$ cat src/rtl/pe_pkg.sv
// Shared types and default sizes for the systolic PE operand feeder.
package pe_pkg;

    localparam int unsigned DW_DEF  = 16;   // operand / result width
    localparam int unsigned AW_DEF  = 4;    // buffer address width
    localparam int unsigned CW_DEF  = 8;    // run-length width
    localparam int unsigned TMO_DEF = 255;  // WAIT timeout in cycles

    typedef enum logic [2:0] {
        IDLE,
        START,
        FEED,
        WAIT,
        DONE
    } state_e;

endpackage

$ cat src/rtl/pe_opbuf.sv
// Operand vector buffer: DEPTH x DW register file, one write port, one
// combinational read port. Contents are deliberately not reset.
//   clk_i      clock
//   we_i       write strobe
//   waddr_i    write element index
//   wdata_i    write data
//   raddr_i    read element index
//   rdata_c_o  read data (combinational)
module pe_opbuf #(
    parameter int unsigned DW = 16,
    parameter int unsigned AW = 4
) (
    input  logic          clk_i,
    input  logic          we_i,
    input  logic [AW-1:0] waddr_i,
    input  logic [DW-1:0] wdata_i,
    input  logic [AW-1:0] raddr_i,
    output logic [DW-1:0] rdata_c_o
);

    localparam int unsigned DEPTH = 1 << AW;

    logic [DW-1:0] mem_q [DEPTH];

    always_ff @(posedge clk_i) begin
        if (we_i) begin
            mem_q[waddr_i] <= wdata_i;
        end
    end

    assign rdata_c_o = mem_q[raddr_i];

endmodule

$ cat src/rtl/pe_feeder.sv
// Upstream operand feeder for one systolic PE. Buffers host-loaded A/B
// vectors, pulses the PE start, streams (a,b) pairs into the PE FIFOs while
// honouring their full flags, and captures the PE result on pe_fout.
//   clk_i, rst_i          clock, synchronous active-high reset
//   ld_*_i                host buffer load port (ignored while busy)
//   len_i, go_i           run length and start request
//   busy_o, done_o, err_o run status (done/err are one-cycle pulses)
//   result_o, result_sat_o captured PE result and saturation flag
//   pe_start_o            one-cycle start pulse to the PE
//   pe_max_cntr_o         latched run length
//   pe_a_c_o, pe_b_c_o    operand data (combinational, 0 outside FEED)
//   pe_awe_c_o, pe_bwe_c_o PE FIFO write enables (combinational, always equal)
//   pe_aff_i, pe_bff_i    PE FIFO full flags
//   pe_fout_i, pe_s_out_i, pe_sat_i  PE completion and result
module pe_feeder
    import pe_pkg::*;
#(
    parameter int unsigned DW  = DW_DEF,
    parameter int unsigned AW  = AW_DEF,
    parameter int unsigned CW  = CW_DEF,
    parameter int unsigned TMO = TMO_DEF
) (
    input  logic          clk_i,
    input  logic          rst_i,
    input  logic          ld_we_i,
    input  logic          ld_sel_i,
    input  logic [AW-1:0] ld_addr_i,
    input  logic [DW-1:0] ld_data_i,
    input  logic [CW-1:0] len_i,
    input  logic          go_i,
    output logic          busy_o,
    output logic          done_o,
    output logic          err_o,
    output logic [DW-1:0] result_o,
    output logic          result_sat_o,
    output logic          pe_start_o,
    output logic [CW-1:0] pe_max_cntr_o,
    output logic [DW-1:0] pe_a_c_o,
    output logic [DW-1:0] pe_b_c_o,
    output logic          pe_awe_c_o,
    output logic          pe_bwe_c_o,
    input  logic          pe_aff_i,
    input  logic          pe_bff_i,
    input  logic          pe_fout_i,
    input  logic [DW-1:0] pe_s_out_i,
    input  logic          pe_sat_i
);

    localparam int unsigned DEPTH = 1 << AW;
    localparam int unsigned TW    = $clog2(TMO + 1);

    state_e        state_q, state_d;
    logic [AW-1:0] idx_q, idx_d;
    logic [TW-1:0] tcnt_q, tcnt_d;
    logic [CW-1:0] max_cntr_q, max_cntr_d;
    logic [DW-1:0] result_q, result_d;
    logic          result_sat_q, result_sat_d;
    logic          err_d;
    logic          busy_q, done_q, err_q, pe_start_q;

    logic          idle_c, len_bad_c, accept_c, last_c, timeout_c;
    logic [DW-1:0] a_rd_c, b_rd_c;

    assign idle_c    = (state_q == IDLE);
    assign len_bad_c = (len_i == '0) || (32'(len_i) > DEPTH);
    // Both FIFOs are written together, so either full flag stalls the pair.
    assign accept_c  = (state_q == FEED) && !(pe_aff_i || pe_bff_i);
    assign last_c    = ((CW'(idx_q) + CW'(1)) == max_cntr_q);
    assign timeout_c = ((tcnt_q + TW'(1)) == TW'(TMO));

    // Host loads only land while idle; a load coincident with go still lands.
    pe_opbuf #(.DW(DW), .AW(AW)) u_buf_a (
        .clk_i     (clk_i),
        .we_i      (ld_we_i && idle_c && !ld_sel_i),
        .waddr_i   (ld_addr_i),
        .wdata_i   (ld_data_i),
        .raddr_i   (idx_q),
        .rdata_c_o (a_rd_c)
    );

    pe_opbuf #(.DW(DW), .AW(AW)) u_buf_b (
        .clk_i     (clk_i),
        .we_i      (ld_we_i && idle_c && ld_sel_i),
        .waddr_i   (ld_addr_i),
        .wdata_i   (ld_data_i),
        .raddr_i   (idx_q),
        .rdata_c_o (b_rd_c)
    );

    // Next-state, counters and result capture.
    always_comb begin
        state_d      = state_q;
        idx_d        = idx_q;
        tcnt_d       = tcnt_q;
        max_cntr_d   = max_cntr_q;
        result_d     = result_q;
        result_sat_d = result_sat_q;
        err_d        = 1'b0;
        case (state_q)
            IDLE: begin
                if (go_i) begin
                    if (len_bad_c) begin
                        err_d = 1'b1;
                    end else begin
                        max_cntr_d = len_i;
                        idx_d      = '0;
                        state_d    = START;
                    end
                end
            end
            START: begin
                state_d = FEED;
            end
            FEED: begin
                if (accept_c) begin
                    idx_d = idx_q + AW'(1);
                    if (last_c) begin
                        tcnt_d  = '0;
                        state_d = WAIT;
                    end
                end
            end
            WAIT: begin
                if (pe_fout_i) begin
                    result_d     = pe_s_out_i;
                    result_sat_d = pe_sat_i;
                    state_d      = DONE;
                end else if (timeout_c) begin
                    err_d   = 1'b1;
                    state_d = IDLE;
                end else begin
                    tcnt_d = tcnt_q + TW'(1);
                end
            end
            DONE: begin
                state_d = IDLE;
            end
            default: begin
                state_d = IDLE;
            end
        endcase
    end

    // State and registered outputs; status flags decode the next state.
    always_ff @(posedge clk_i) begin
        if (rst_i) begin
            state_q      <= IDLE;
            idx_q        <= '0;
            tcnt_q       <= '0;
            max_cntr_q   <= '0;
            result_q     <= '0;
            result_sat_q <= 1'b0;
            busy_q       <= 1'b0;
            done_q       <= 1'b0;
            err_q        <= 1'b0;
            pe_start_q   <= 1'b0;
        end else begin
            state_q      <= state_d;
            idx_q        <= idx_d;
            tcnt_q       <= tcnt_d;
            max_cntr_q   <= max_cntr_d;
            result_q     <= result_d;
            result_sat_q <= result_sat_d;
            busy_q       <= (state_d != IDLE);
            done_q       <= (state_d == DONE);
            err_q        <= err_d;
            pe_start_q   <= (state_d == START);
        end
    end

    assign busy_o        = busy_q;
    assign done_o        = done_q;
    assign err_o         = err_q;
    assign result_o      = result_q;
    assign result_sat_o  = result_sat_q;
    assign pe_start_o    = pe_start_q;
    assign pe_max_cntr_o = max_cntr_q;
    assign pe_awe_c_o    = accept_c;
    assign pe_bwe_c_o    = accept_c;
    assign pe_a_c_o      = (state_q == FEED) ? a_rd_c : '0;
    assign pe_b_c_o      = (state_q == FEED) ? b_rd_c : '0;

endmodule

$ cat config.mk
export PLATFORM = sky130hd
export DESIGN_NAME = pe_feeder
export DESIGN_NICKNAME = d
export VERILOG_FILES = /design/src/rtl/pe_pkg.sv /design/src/rtl/pe_opbuf.sv /design/src/rtl/pe_feeder.sv
export SDC_FILE = /design/constraint.sdc
export NUM_CORES = 1
export LEC_CHECK = 0
export BUFFER_PORTS_ARGS = -buffer_cell sky130_fd_sc_hd__buf_2
export CORE_MARGIN = 1.5
export CORE_UTILIZATION = 60
export CTS_CLUSTER_SIZE = 25
export DETAILED_ROUTE_END_ITERATION = 6
export GPL_ROUTABILITY_DRIVEN = 0
export PLACE_DENSITY = 0.89
export SYNTH_ARGS = -nofsm -noshare
export SYNTH_HDL_FRONTEND = slang
export SYNTH_SLANG_ARGS = --single-unit
$ cat constraint.sdc
create_clock -name clk_i -period 3.8 [get_ports clk_i]
set_input_delay 0.95 -clock clk_i [delete_from_list [all_inputs] [get_ports clk_i]]
set_output_delay 0.95 -clock clk_i [all_outputs]
set_load 0.01 [all_outputs]
==> impl_metrics.csv, run 1 <==
group,metric,value,unit
synthesis,synth_area_leaders,"edfxtp_1 71%, mux4_2 17%, dfxtp_1 4.4%",
setup_path,cp_slowest_cell,"mux4_2",
floorplanning,design.portCount,116,
synthesis,yosysSeqAreaShare,75.57,%
timing,post-route-period-util,99.21,%
global_route,grt_use_total,31.24,%
synthesis,ys_top_cells_by_count,"512 x edfxtp_1, 160 x mux4_2, 52 x nand2_1, 49 x nor2_1, 48 x dfxtp_1",
layout,fillerInstances,1917,
floorplanning,rows,69,
timing,fin_ws,30.12,ps
global_route,first_global_vias,11620,
timing,tns,0,ps
synthesis,ys_async_sr_fraction,0,%
place,postPlaceCellArea,23070,µm²
timing,rsz0062_at_grt,"true",
floorplanning,die-width,192.8,µm
setup_path,crit_fanout,11,
timing,whs,450.6,ps
setup_path,max_stage_delay,550,ps
place,place_hpwl,28030,µm
floorplanning,die-area,37170,µm²
routing,drt-initial-drc-count,1605,
timing,tightestPinTransition,1151,ps
synthesis,ys.flop_type,"edfxtp_1",
pwr,power_leakage,7.942,nW
clocking,root_buffer,"clkbuf_16",
global_route,grt_max_degree,69,
pwr,clockPowerShare,41.4,%
worst_hold_path,hp-class,"reg2reg",
routing,via_per_inst,6.945,
pwr,power_frac_comb,2.0,%
synthesis,synth_edf_count,512,
global_route,grt-ovfl-total,0,
layout,layout.nets,1258,
setup_path,critPathKind,"reg2out",
timing,setup_viol,0,
global_route,antenna_found_initial,0,
clocking,numCtsBuffers,52,
clocking,htree_levels,2,
floorplanning,fp.coreArea,35480,µm²
synthesis,syn_nets,1089,
pwr,power.switching,2.476,mW
floorplanning,fp.dieH,192.8,µm
setup_path,end_kind,"output port",
job,cap_violations,0,
place,placed_cells,1602,
pwr,p_seq_share,56.6,%
timing,maxSlewHeadroom,23.26,%
timing,drv_slew,0,
routing,drtAntennaViolNets,0,
layout,syn_to_final_growth,14.75,%
timing,fin_crit,3770,ps
routing,wl_per_cell,33.51,µm
pwr,switching_share,20.70,%
global_route,grt_first_pass_wirelength,80050,µm
clocking,cts.sinks,560,
timing,hold_viol,0,
setup_path,required,2850,ps
synthesis,synth_most_common_cell,"edfxtp_1",
setup_path,path_cells,"buf_12 -> bufbuf_16 -> mux4_2 -> mux4_2 -> nor2b_1 -> buf_2",
synthesis,synth_top_cell_area_share,71.13,%
floorplanning,initial_utilization,60.92,%
clocking,clk_latency,600,ps
layout,final_cells,1704,
pwr,ir_worst_vdd,328.4,µV
setup_path,cpMostUsedCell,"mux4_2",
outcome,status,"finished clean",
timing,max_freq,265.3,MHz
synthesis,synth-warning-count,0,
setup_path,cp_top_family,"multiplexers",
clocking,hold_buffers,0,
clocking,max-clock-path-buffers,3,
layout,drive_above_1_share,35.02,%
clocking,path_clk_slew,60,ps
synthesis,netlist_area,21620,µm²
setup_path,crit_path_start_kind,"flop",
timing,fin_skew,25.29,ps
layout,fin_area,24810,µm²
pwr,p_int,9.484,mW
pwr,power.density,482.2,nW/µm²
place,pre_cts_ws,543.4,ps
setup_path,cp_num_buf_inv,3,
synthesis,ys_types,56,
routing,drt_wl_total,57100,µm
place,port_buffers,115,
synthesis,ys_ff_latch,560,
routing,drc,0,
clocking,cts_tree,"yes",
synthesis,synth.avg_cell_area,20.93,µm²
synthesis,netlist_instances,1033,
synthesis,synth_top_area_cell,"edfxtp_1",
setup_path,arrival,2820,ps
routing,first_pass_iters,7,
routing,vias,11830,
[cell type report]
cell class,instances,area [µm²],area share (%)
Tap cell,461,576.8,2.325
Multi-Input combinational cell,413,5097,20.55
Timing Repair Buffer,169,1194,4.812
Antenna cell,1,2.502,0.01009
Clock inverter,29,216.5,0.8726
Sequential cell,560,16350,65.90
Clock buffer,65,1350,5.443
Inverter,6,22.52,0.09079
[flip-flops by register name, indices dropped and copies added, names as in the netlist, 3 cells and up, named ones only]
signal / flops
idx_q: 4
pe_max_cntr_o: 8
result_o: 16
state_q: 3
tcnt_q: 8
u_buf_a.mem_q: 256
u_buf_b.mem_q: 256
[worst min-delay path, delay by kind of cell (launching register included)]
family | cells | cell delay [ps]
simple gates | 1 | 50
flops | 1 | 300
compound gates | 1 | 50
[layer usage]
metal / up-vias / wire length [µm] / global-route usage [%]
li1: 4594 / - / -
met1: 5950 / 19580 / 41.92
met2: 1089 / 27990 / 49.93
met3: 201 / 6740 / 6.674
met4: 0 / 2789 / 14.01
met5: - / 0 / 0
[path summary, 6_finish.rpt]
kind	from	to	slack, ps	depth (start not counted)
setup / recovery	flop	pe_a_c_o[14]	30	6
hold / removal	result_o[8]	result_o[8]	450	2
setup reg to reg	state_q[1]	tcnt_q[2]	820	6
hold reg to reg	result_o[8]	result_o[8]	450	2
[per-stage QoR]
stage	total power, mW	util, %
final	11.96	69.91
after detailed placement	7.128	65.02
after global routing	12.20	69.90
after CTS	11.97	69.82
after floorplan	6.972	-
after global placement	7.106	65.02
[repair_timing]
| action | CTS | global route |
|---|---|---|
| cloned | 2 | 1 |
| setup endpoints to repair | 21 | 12 |
| setup buffers | 5 | 0 |
| resized for setup | 1 | 4 |
| pin swaps | 0 | 0 |
[placed cells by master (no fill, tap or decap), types with 4 or more instances in the layout]
cell type and instances:
xnor2_1 4, nand2_1 52, clkinv_1 12, nor2b_1 33, and3_1 9, buf_2 114, nor2_1 25, clkbuf_16 53
nand4_1 4, buf_16 4, clkbuf_1 13, nor2_2 24, mux4_2 160, o31ai_1 4, edfxtp_1 512, nand3_1 12
buf_12 7, inv_1 6, a21oi_1 23, dfxtp_1 44, clkinv_2 9, buf_4 42, mux2i_1 6
[power groups by stage]
stage	Sequential, mW	Combinational, mW	Clock, mW
5_1_grt	6.77	0.252	5.18
6_report	6.77	0.240	4.95
2_1_floorplan	6.90	0.0710	0
3_5_place_dp	6.90	0.226	0
4_1_cts	6.77	0.234	4.97
3_3_place_gp	6.90	0.209	0
[cell families after synthesis]
group / after synthesis / share of synthesized area [%]
XOR/XNOR: 7 / 0.2836
flip-flops: 560 / 75.57
AND/OR/NAND/NOR: 186 / 4.336
AO/OA/AOI/OAI: 51 / 1.563
buffers and inverters: 60 / 1.123
adder cells (fa/ha/maj): 3 / 0.1737
multiplexers: 166 / 16.95
(Power assumes the default switching activity.)
==> run 2, diff against run 1 <==
--- a/config.mk
+++ b/config.mk
@@ -7,11 +7,11 @@
 export LEC_CHECK = 0
 export BUFFER_PORTS_ARGS = -buffer_cell sky130_fd_sc_hd__buf_2
 export CORE_MARGIN = 1.5
-export CORE_UTILIZATION = 60
+export CORE_UTILIZATION = 45
 export CTS_CLUSTER_SIZE = 25
 export DETAILED_ROUTE_END_ITERATION = 6
 export GPL_ROUTABILITY_DRIVEN = 0
-export PLACE_DENSITY = 0.89
+export PLACE_DENSITY = 0.73
 export SYNTH_ARGS = -nofsm -noshare
 export SYNTH_HDL_FRONTEND = slang
 export SYNTH_SLANG_ARGS = --single-unit
==> run 2 against run 1 <==
  * Clock power grew 13%
  * Via count shrank 7.5%
  * Global-route usage shrank 11 points
  * Sequential cell count is the same
  * Sequential power is essentially flat
  * Final cell count grew 9.7%
  * Cell area grew 2.8%
  * Die area grew 33%
  * Largest power group unchanged
  * Highest routed layer unchanged
==> impl_metrics.csv, run 2 (synthesis gave the netlist of run 1 again) <==
group,metric,value,unit
place,port_buffers,115,
setup_path,arrival,2770,ps
clocking,hold_buffers,0,
layout,n_antenna_cell,0,
pwr,finalPower,12.59,mW
global_route,grtUsageMet1,27.30,%
global_route,grt_first_pass_wirelength,72120,µm
global_route,grt_max_degree,74,
clocking,numCtsBuffers,55,
timing,hold_viol,0,
clocking,htree_levels,2,
layout,fin_area,25500,µm²
setup_path,required,2850,ps
layout,fillerInstances,3592,
setup_path,crit_path_start_kind,"flop",
global_route,use_met2,33.58,%
layout,syn_to_final_growth,17.98,%
setup_path,cp_num_buf_inv,3,
place,pre_cts_ws,586.6,ps
pwr,power.density,493.7,nW/µm²
layout,layout.nets,1268,
routing,drt_wl_total,49610,µm
setup_path,cp_top_family,"multiplexers",
routing,via_per_inst,5.851,
layout,final_cell_mix,"512 x edfxtp_1, 160 x mux4_2, 115 x buf_2",
setup_path,cpMostUsedCell,"mux4_2",
timing,drv_slew,0,
clocking,cts_tree,"yes",
setup_path,cp_slowest_cell,"mux4_2",
layout,drive_above_1_share,36.02,%
clocking,max-clock-path-buffers,3,
worst_hold_path,hp-class,"reg2reg",
routing,wl_per_cell,26.53,µm
routing,first_pass_iters,4,
timing,maxSlewHeadroom,25.02,%
setup_path,critPathKind,"reg2out",
global_route,use_met3,4.245,%
place,place_hpwl,26840,µm
clocking,root_buffer,"clkbuf_16",
pwr,ir_worst_vdd,387.6,µV
timing,tightestPinTransition,1121,ps
routing,drt-initial-drc-count,1077,
routing,vias,10940,
floorplanning,fp.dieH,222.2,µm
layout,layout_commonest_cell,"edfxtp_1",
setup_path,crit_fanout,5,
floorplanning,die-area,49360,µm²
floorplanning,die-width,222.2,µm
timing,fin_skew,13.40,ps
floorplanning,initial_utilization,45.46,%
timing,fin_crit,3724,ps
outcome,status,"finished clean",
clocking,path_clk_slew,60,ps
place,postPlaceCellArea,23280,µm²
timing,rsz0062_at_grt,"true",
routing,drtAntennaViolNets,0,
global_route,grt_use_total,20.22,%
setup_path,max_stage_delay,530,ps
setup_path,end_kind,"output port",
global_route,first_global_vias,11210,
global_route,antenna_found_initial,0,
timing,max_freq,268.5,MHz
clocking,cts.sinks,560,
pwr,power_leakage,8.151,nW
setup_path,path_cells,"buf_12 -> clkbuf_16 -> mux4_2 -> mux4_2 -> nor2b_1 -> buf_2",
floorplanning,rows,80,
clocking,clk_latency,610,ps
floorplanning,fp.coreArea,47550,µm²
timing,whs,451.5,ps
job,cap_violations,0,
global_route,busiest_layer,"met2",
global_route,grt-ovfl-total,0,
timing,post-route-period-util,98.00,%
layout,post-route-util,53.64,%
timing,fin_ws,76.18,ps
timing,setup_viol,0,
floorplanning,design.portCount,116,
routing,drc,0,
[run 2: tightest hold or removal path: stages (launching register included)]
cell and delay [ps]:
dfxtp_1 300, nand2_1 50, a21oi_1 50
[run 2: final cells by class]
cell class                      count  area, µm²  share of cell area, %
Sequential cell                   560      16350                  64.10
Multi-Input combinational cell    413       5112                  20.05
Clock buffer                       68       1468                  5.755
Timing Repair Buffer              176       1395                  5.471
Tap cell                          615      769.5                  3.017
Clock inverter                     32      389.1                  1.526
Inverter                            6      22.52                0.08831
[run 2: worst paths after layout]
path / from / to / slack (ps) / depth (start not counted)
setup / recovery: flop / pe_b_c_o[11] / 80 / 6
hold / removal: result_o[14] / result_o[14] / 450 / 2
setup reg to reg: state_q[1] / tcnt_q[2] / 950 / 6
hold reg to reg: result_o[14] / result_o[14] / 450 / 2
[run 2: metal layers]
layer	routed length, µm	part of all wire (%)	up-vias
met2	24760	50	435
li1	-	-	4614
met4	1125	2.3	0
met1	20090	40	5799
met5	0	0	-
met3	3636	7.3	93
[run 2: repair_timing]
action,4_1_cts,5_1_grt
cloned,5,3
buffers inserted,6,0
gates resized for setup,9,2
endpoints found under the setup margin,16,18
[run 2: power breakdown]
part	leakage, nW	internal [mW]	switching [mW]
combinational	2.26	0.0623	0.173
clock	0.894	3.34	2.25
sequential	5.00	6.76	0.0102
total	8.15	10.2	2.43
[run 2: through the flow]
stage | std cells | setup TNS (ps)
after floorplan | 1033 | 0
after global placement | 1756 | 0
after detailed placement | 1756 | 0
after CTS | 1867 | 0
after global routing | 1870 | -21.50
final | 1870 | 0
